<file path="src/rtl/traffic_light.sv">
// Highway / country-road intersection controller (Moore FSM, synchronous active-low reset).
// Define TRAFFIC_LIGHT_MIN_GREEN_EN to enforce a minimum highway green time of MIN_HW_GREEN cycles.
module traffic_light #(
  parameter int unsigned Y2R_DELAY    = 3,
  parameter int unsigned R2G_DELAY    = 2,
  parameter int unsigned MIN_HW_GREEN = 4
) (
  input  logic       clk,
  input  logic       rst,
  input  logic       x,
  output logic [1:0] highway,
  output logic [1:0] cross_road
);

  typedef enum logic [2:0] {
    S0 = 3'd0,  // highway green, cross red
    S1 = 3'd1,  // highway yellow
    S2 = 3'd2,  // all red
    S3 = 3'd3,  // cross green
    S4 = 3'd4   // cross yellow
  } state_t;

  localparam logic [1:0] RED    = 2'd0;
  localparam logic [1:0] YELLOW = 2'd1;
  localparam logic [1:0] GREEN  = 2'd2;

  localparam logic [3:0] Y2R_LAST = 4'(Y2R_DELAY - 1);
  localparam logic [3:0] R2G_LAST = 4'(R2G_DELAY - 1);

  state_t     state;
  state_t     state_next;
  logic [3:0] cnt;
  logic       green_done;

  // NOTE: sequential state uses non-blocking assignments so every register samples pre-edge values.
  always_ff @(posedge clk) begin
    if (!rst) begin
      state <= S0;
      cnt   <= '0;
    end else begin
      state <= state_next;
      if (state_next != state)
        cnt <= '0;
      else if (state == S1 || state == S2 || state == S4)
        cnt <= cnt + 4'd1;
      else
        cnt <= '0;
    end
  end

`ifdef TRAFFIC_LIGHT_MIN_GREEN_EN
  localparam logic [3:0] MIN_SAT = 4'(MIN_HW_GREEN);

  // Counts completed highway-green cycles since S0 entry; held at zero elsewhere.
  logic [3:0] gcnt;

  always_ff @(posedge clk) begin
    if (!rst)
      gcnt <= '0;
    else if (state == S0 && state_next == S0) begin
      if (gcnt != MIN_SAT)
        gcnt <= gcnt + 4'd1;
    end else
      gcnt <= '0;
  end

  // The current cycle counts toward the minimum, so leave at the edge that completes it.
  assign green_done = ({1'b0, gcnt} + 5'd1) >= 5'(MIN_HW_GREEN);
`else
  // Minimum-green hold is compiled out; a request is served on the first S0 edge.
  assign green_done = 1'b1 | (MIN_HW_GREEN == 0);
`endif

  // NOTE: defaulting state_next before the case keeps this block free of inferred latches.
  always_comb begin
    state_next = S0;
    case (state)
      S0:      state_next = (x && green_done) ? S1 : S0;
      S1:      state_next = (cnt == Y2R_LAST) ? S2 : S1;
      S2:      state_next = (cnt == R2G_LAST) ? S3 : S2;
      S3:      state_next = x ? S3 : S4;
      S4:      state_next = (cnt == Y2R_LAST) ? S0 : S4;
      default: state_next = S0;
    endcase
  end

  always_comb begin
    highway    = GREEN;
    cross_road = RED;
    case (state)
      S0:      begin highway = GREEN;  cross_road = RED;    end
      S1:      begin highway = YELLOW; cross_road = RED;    end
      S2:      begin highway = RED;    cross_road = RED;    end
      S3:      begin highway = RED;    cross_road = GREEN;  end
      S4:      begin highway = RED;    cross_road = YELLOW; end
      default: begin highway = GREEN;  cross_road = RED;    end
    endcase
  end

endmodule

</file>
<file path="config.mk">
export PLATFORM = sky130hd
export DESIGN_NAME = traffic_light
export DESIGN_NICKNAME = d
export VERILOG_FILES = /design/src/rtl/traffic_light.sv
export SDC_FILE = /design/constraint.sdc
export NUM_CORES = 1
export LEC_CHECK = 0
export BUFFER_PORTS_ARGS = -buffer_cell sky130_fd_sc_hd__clkbuf_2
export CORE_AREA = 2 2 39 41
export CTS_CLUSTER_DIAMETER = 40
export DETAILED_ROUTE_END_ITERATION = 12
export DIE_AREA = 0 0 41 43
export SYNTH_ARGS = -nofsm -noshare
export SYNTH_HDL_FRONTEND = slang
export SYNTH_SLANG_ARGS = --single-unit
</file>
<file path="constraint.sdc">
create_clock -name clk -period 2.1 [get_ports clk]
set_clock_uncertainty 0.15 [all_clocks]
set_input_delay 0.315 -clock clk [delete_from_list [all_inputs] [get_ports clk]]
set_output_delay 0.315 -clock clk [all_outputs]
set_load 0.01 [all_outputs]
</file>
After elaboration in Yosys (flattened, before gate mapping) --
Index checks and enable logic that the tools add are counted.
Storage, ports and cells: flip-flop bits (word level) 7, input bits 3
Operators by class: $add $sub $neg 1, equal/unequal tests 7, multiplexer cells 8, bitwise operators 2, reduce and logical (&&, ||, !) cells 5
Operators with widths (count):
- $pmux W3 S5 | 1
- $pmux W2 S2 | 2
- $eq A3 B2 Y1 const B | 2
- $mux W3 | 2
- $reduce_or A3 Y1 | 2
- $add A4 B1 Y4 const B | 1
- $eq A4 B1 Y1 const B | 1
- $eq A4 B2 Y1 const B | 1
- $eq A3 B1 Y1 const B | 1
- $eq A3 B3 Y1 const B | 1
- $logic_not A3 Y1 | 1
- $ne A3 B3 Y1 | 1
- $logic_or A1 B1 Y1 | 2
- $mux W1 | 2
- $mux W2 | 1
- $not A1 Y1 | 2

Logic depth before layout (Yosys ltp) --
depth in word-level cells 5, depth in mapped cells 5, depth with buffers taken out 5

Least setup slack after synthesis --
No wires, ideal clock.
path type reg-to-reg, start register cnt[0], end register cnt[2], library setup time 0.133 ns, arrival 1.294 ns, required time 1.817 ns, slack 0.523 ns, cell stages (with the launch flop) 5, buffers on the path 0, cells stage by stage dfxtp_1 ha_1 or3b_2 a211oi_2 nor4_1
Between the ends: cells in the longest elaborated chain, start to end 5, elaborated cells on any way between the ends 9, those cells by class add/sub (1); eq/ne (3); mux (4); reduce/logical (1)
RTL lines:
- start, declared | line 32 | logic [3:0] cnt;
- start signal, assigned | line 45 | cnt <= cnt + 4'd1;
- $eq A4 B1 Y1 or $eq A4 B2 Y1 (tied branches) | line 80, 79, 82
- $mux W1, or another cell as far along | line 80 | S2: state_next = (cnt == R2G_LAST) ? S3 : S2;
- $pmux W3 S5 | line 77 | case (state)
- $ne A3 B3 Y1 | line 42 | if (state_next != state)
- $reduce_or A3 Y1 (no source line)
Several ways; a longest one is shown, not always the timed one. A chain may end at the register's enable or synchronous reset.

Final worst setup path --
start register state[0], end output port highway[0]
Between the ends: cells in the longest elaborated chain, start to end 3, elaborated cells on any way between the ends 6, those cells by class eq/ne (4); mux (1); reduce/logical (1)
RTL lines:
- start, declared | line 30 | state_t state;
- start signal, assigned | line 41 | state <= state_next;
- $eq A3 B2 Y1 or $eq A3 B3 Y1 (tied branches) | line 90 | case (state)
- $reduce_or A3 Y1 (no source line)
- $pmux W2 S2 * | line 90
- end, declared | line 11 | output logic [1:0] highway,
Every way passes the cells marked *; elsewhere a longest branch is shown, timed or not.

==> results_dict.tcl <==
set metrics [dict create \
    io_pins 7 \
    wl_met3_um 64 \
    required_ps 1630 \
    final.setup.tns_ps 0 \
    finalHoldViolations 0 \
    portBuffers 6 \
    numClockSinks 7 \
    ir_drop_mv 0.268 \
    fin_crit_ps 1710 \
    overflow 0 \
    yosys_warnings 0 \
    fp.dieH_um 43 \
    cts_root_buffer "clkbuf_4" \
    slew_headroom 0.743 \
    syn_to_final_growth_pct 16.0 \
    wl_um 819 \
    multiInputGateArea_um2 285 \
    synth_cells 46 \
    leakage_nw 0.196 \
    yosysSeqAreaShare 0.315 \
    drt-wirelength-per-cell_um 11.5 \
    rows 14 \
    cp.depth 2 \
    drt_drc_violations_left 0 \
    drt_iter0_drc 1 \
    critPathCaptureType "output pin" \
    gp_congestion 0.716 \
    syn_area_um2 445 \
    cp_cell_sequence "nor3b_2 > clkbuf_2" \
    cts-buffers-inserted 3 \
    slew_violations 0 \
    status "complete, no violations" \
    top_layer_used "met4" \
    power.density_nw_per_um2 622 \
    wl_met2_um 382 \
    cp_max_fo 7 \
    hp-class "primary input to register" \
    cp-start-kind "register" \
    synthesis.nets 52 \
    fillers 145 \
    arrival_ps 1250 \
    drive_above_1_share 0.309 \
    period_share 0.814 \
    holdWs_ps 178 \
    viasPerCell 5.00 \
    diodes 0 \
    cts_hold_buffers 0 \
    critPathMaxStageDelay_ps 470 \
    cp_top_family "flip-flops" \
    detail-route-antenna-nets 0 \
    fmax_mhz 585 \
    cts_max_level 1 \
    setup.worst_path.class "register to output pin" \
    grtUsageTotal 0.135 \
    whs_path_depth 2 \
    setup_slack_ps 390 \
    yosysUniqueCellTypes 24 \
    via_count 355 \
    grt_pass1_wl_um 1510 \
    dr.pass1.iters 2 \
    crit_buf_inv 1 \
    initial_utilization 0.322 \
    post-dp-hpwl_um 627 \
    grt_pass1_vias 352 \
    wl_met1_um 355 \
    avgSynthCellArea_um2 9.68 \
    cts_setup_buffers 0 \
    antenna_found_initial 0 \
    seqCellArea_um2 140 \
    place_ws_ps 395 \
    drv_cap 0 \
    slowest_stage "dfxtp_1" \
    fp.dieW_um 41 \
    insertion_delay_ps 260 \
    clk_pin_slew_worst_paths_ps 60 \
    cts_resized 0 \
    tightest_slew_ps 384 \
    core_um2 1380 \
    fp.dieArea_um2 1760 \
    setup_viol 0 \
    cts_tree "yes" \
    grt_max_degree 11 \
    fin_nets 62 \
    grt_setup_unrepaired "false" \
    reg2reg_depth 4 \
    ctsLongestPathBuffers 2 \
    ys_seq_elements 7 \
]
-- flip-flops by register name (all words and copies together) (netlist names) --
register,cells
state,3
cnt,4
-- per-layer routing --
| layer | global-route usage | vias up |
|---|---|---|
| li1 | - | 184 |
| met3 | 0.0942 | 2 |
| met2 | 0.197 | 9 |
| met4 | 0.0600 | 0 |
| met5 | 0 | - |
| met1 | 0.142 | 160 |
-- layout make-up --
class	instances	area share
clock buffer	4	0.0508
inverter	4	0.0291
multi-input combinational	34	0.552
sequential	7	0.271
tap	16	0.0387
timing repair buffer	6	0.0581
-- placed cells by master, fill, tap and decap left out, types with 2 or more instances in the layout --
cell type  Yosys  routed
nand2b_1       2       2
xnor2_1        3       3
nor4_1         4       4
clkbuf_4       0       3
ha_1           3       3
dfxtp_1        7       7
nor3b_2        3       3
nor2_1         2       2
clkbuf_2       0       6
inv_1          4       4
a21boi_1       3       3
-- power by group --
part | internal [mW] | leakage (nW) | switching, mW
logic | 0.0230 | 0.124 | 0.0238
clock network | 0.0729 | 0.0150 | 0.0553
registers | 0.138 | 0.0569 | 0.00812
-- synth_stat cells, drive strengths merged --
cell / count / area, um^2
or3b: 2 / 20.0
inv: 4 / 15.0
xor2: 1 / 8.76
nor3b: 3 / 37.5
a31oi: 1 / 6.26
nand3: 1 / 5.00
and3b: 1 / 8.76
a211oi: 1 / 12.5
nand2b: 2 / 12.5
buf: 1 / 5.00
dfxtp: 7 / 140
a32oi: 1 / 8.76
a21boi: 3 / 22.5
nor2b: 1 / 6.26
and2b: 1 / 10.0
a221oi: 1 / 15.0
nor4: 4 / 25.0
ha: 3 / 37.5
or3: 1 / 6.26
nand2: 1 / 3.75
o21ai: 1 / 5.00
xnor2: 3 / 26.3
nor2: 2 / 7.51
-- path summary, 6_finish.rpt --
path	from	slack (ps)	to
setup / recovery	state[0]	390	highway[0]
hold / removal	rst	180	state[2]
setup reg to reg	cnt[0]	400	cnt[2]
hold reg to reg	cnt[0]	370	cnt[0]
-- worst register-to-register path, cell delays in order (launching register included) --
cell,delay [ps]
dfxtp_1,390
ha_1,160
or3b_2,460
a211oi_2,330
nor4_1,90
-- cell families (layout without fill, tap and decap cells) --
group	Yosys count	in the layout	share of synthesized area
AO/OA/AOI/OAI	8	8	0.157
XOR/XNOR	4	4	0.0787
buffers and inverters	5	14	0.0449
adder cells (fa/ha/maj)	3	3	0.0843
flip-flops	7	7	0.315
AND/OR/NAND/NOR	19	19	0.320
-- through the flow --
step / std cells / utilization / area, um^2 / power (mW)
floorplan: 46 / - / 445 / 0.182
global placement: 67 / 0.354 / 490 / 0.196
detailed placement: 67 / 0.354 / 490 / 0.196
CTS: 71 / 0.373 / 517 / 0.329
global route: 71 / 0.373 / 517 / 0.345
finish: 71 / 0.373 / 517 / 0.321
Power figures use the tool's default switching activity.
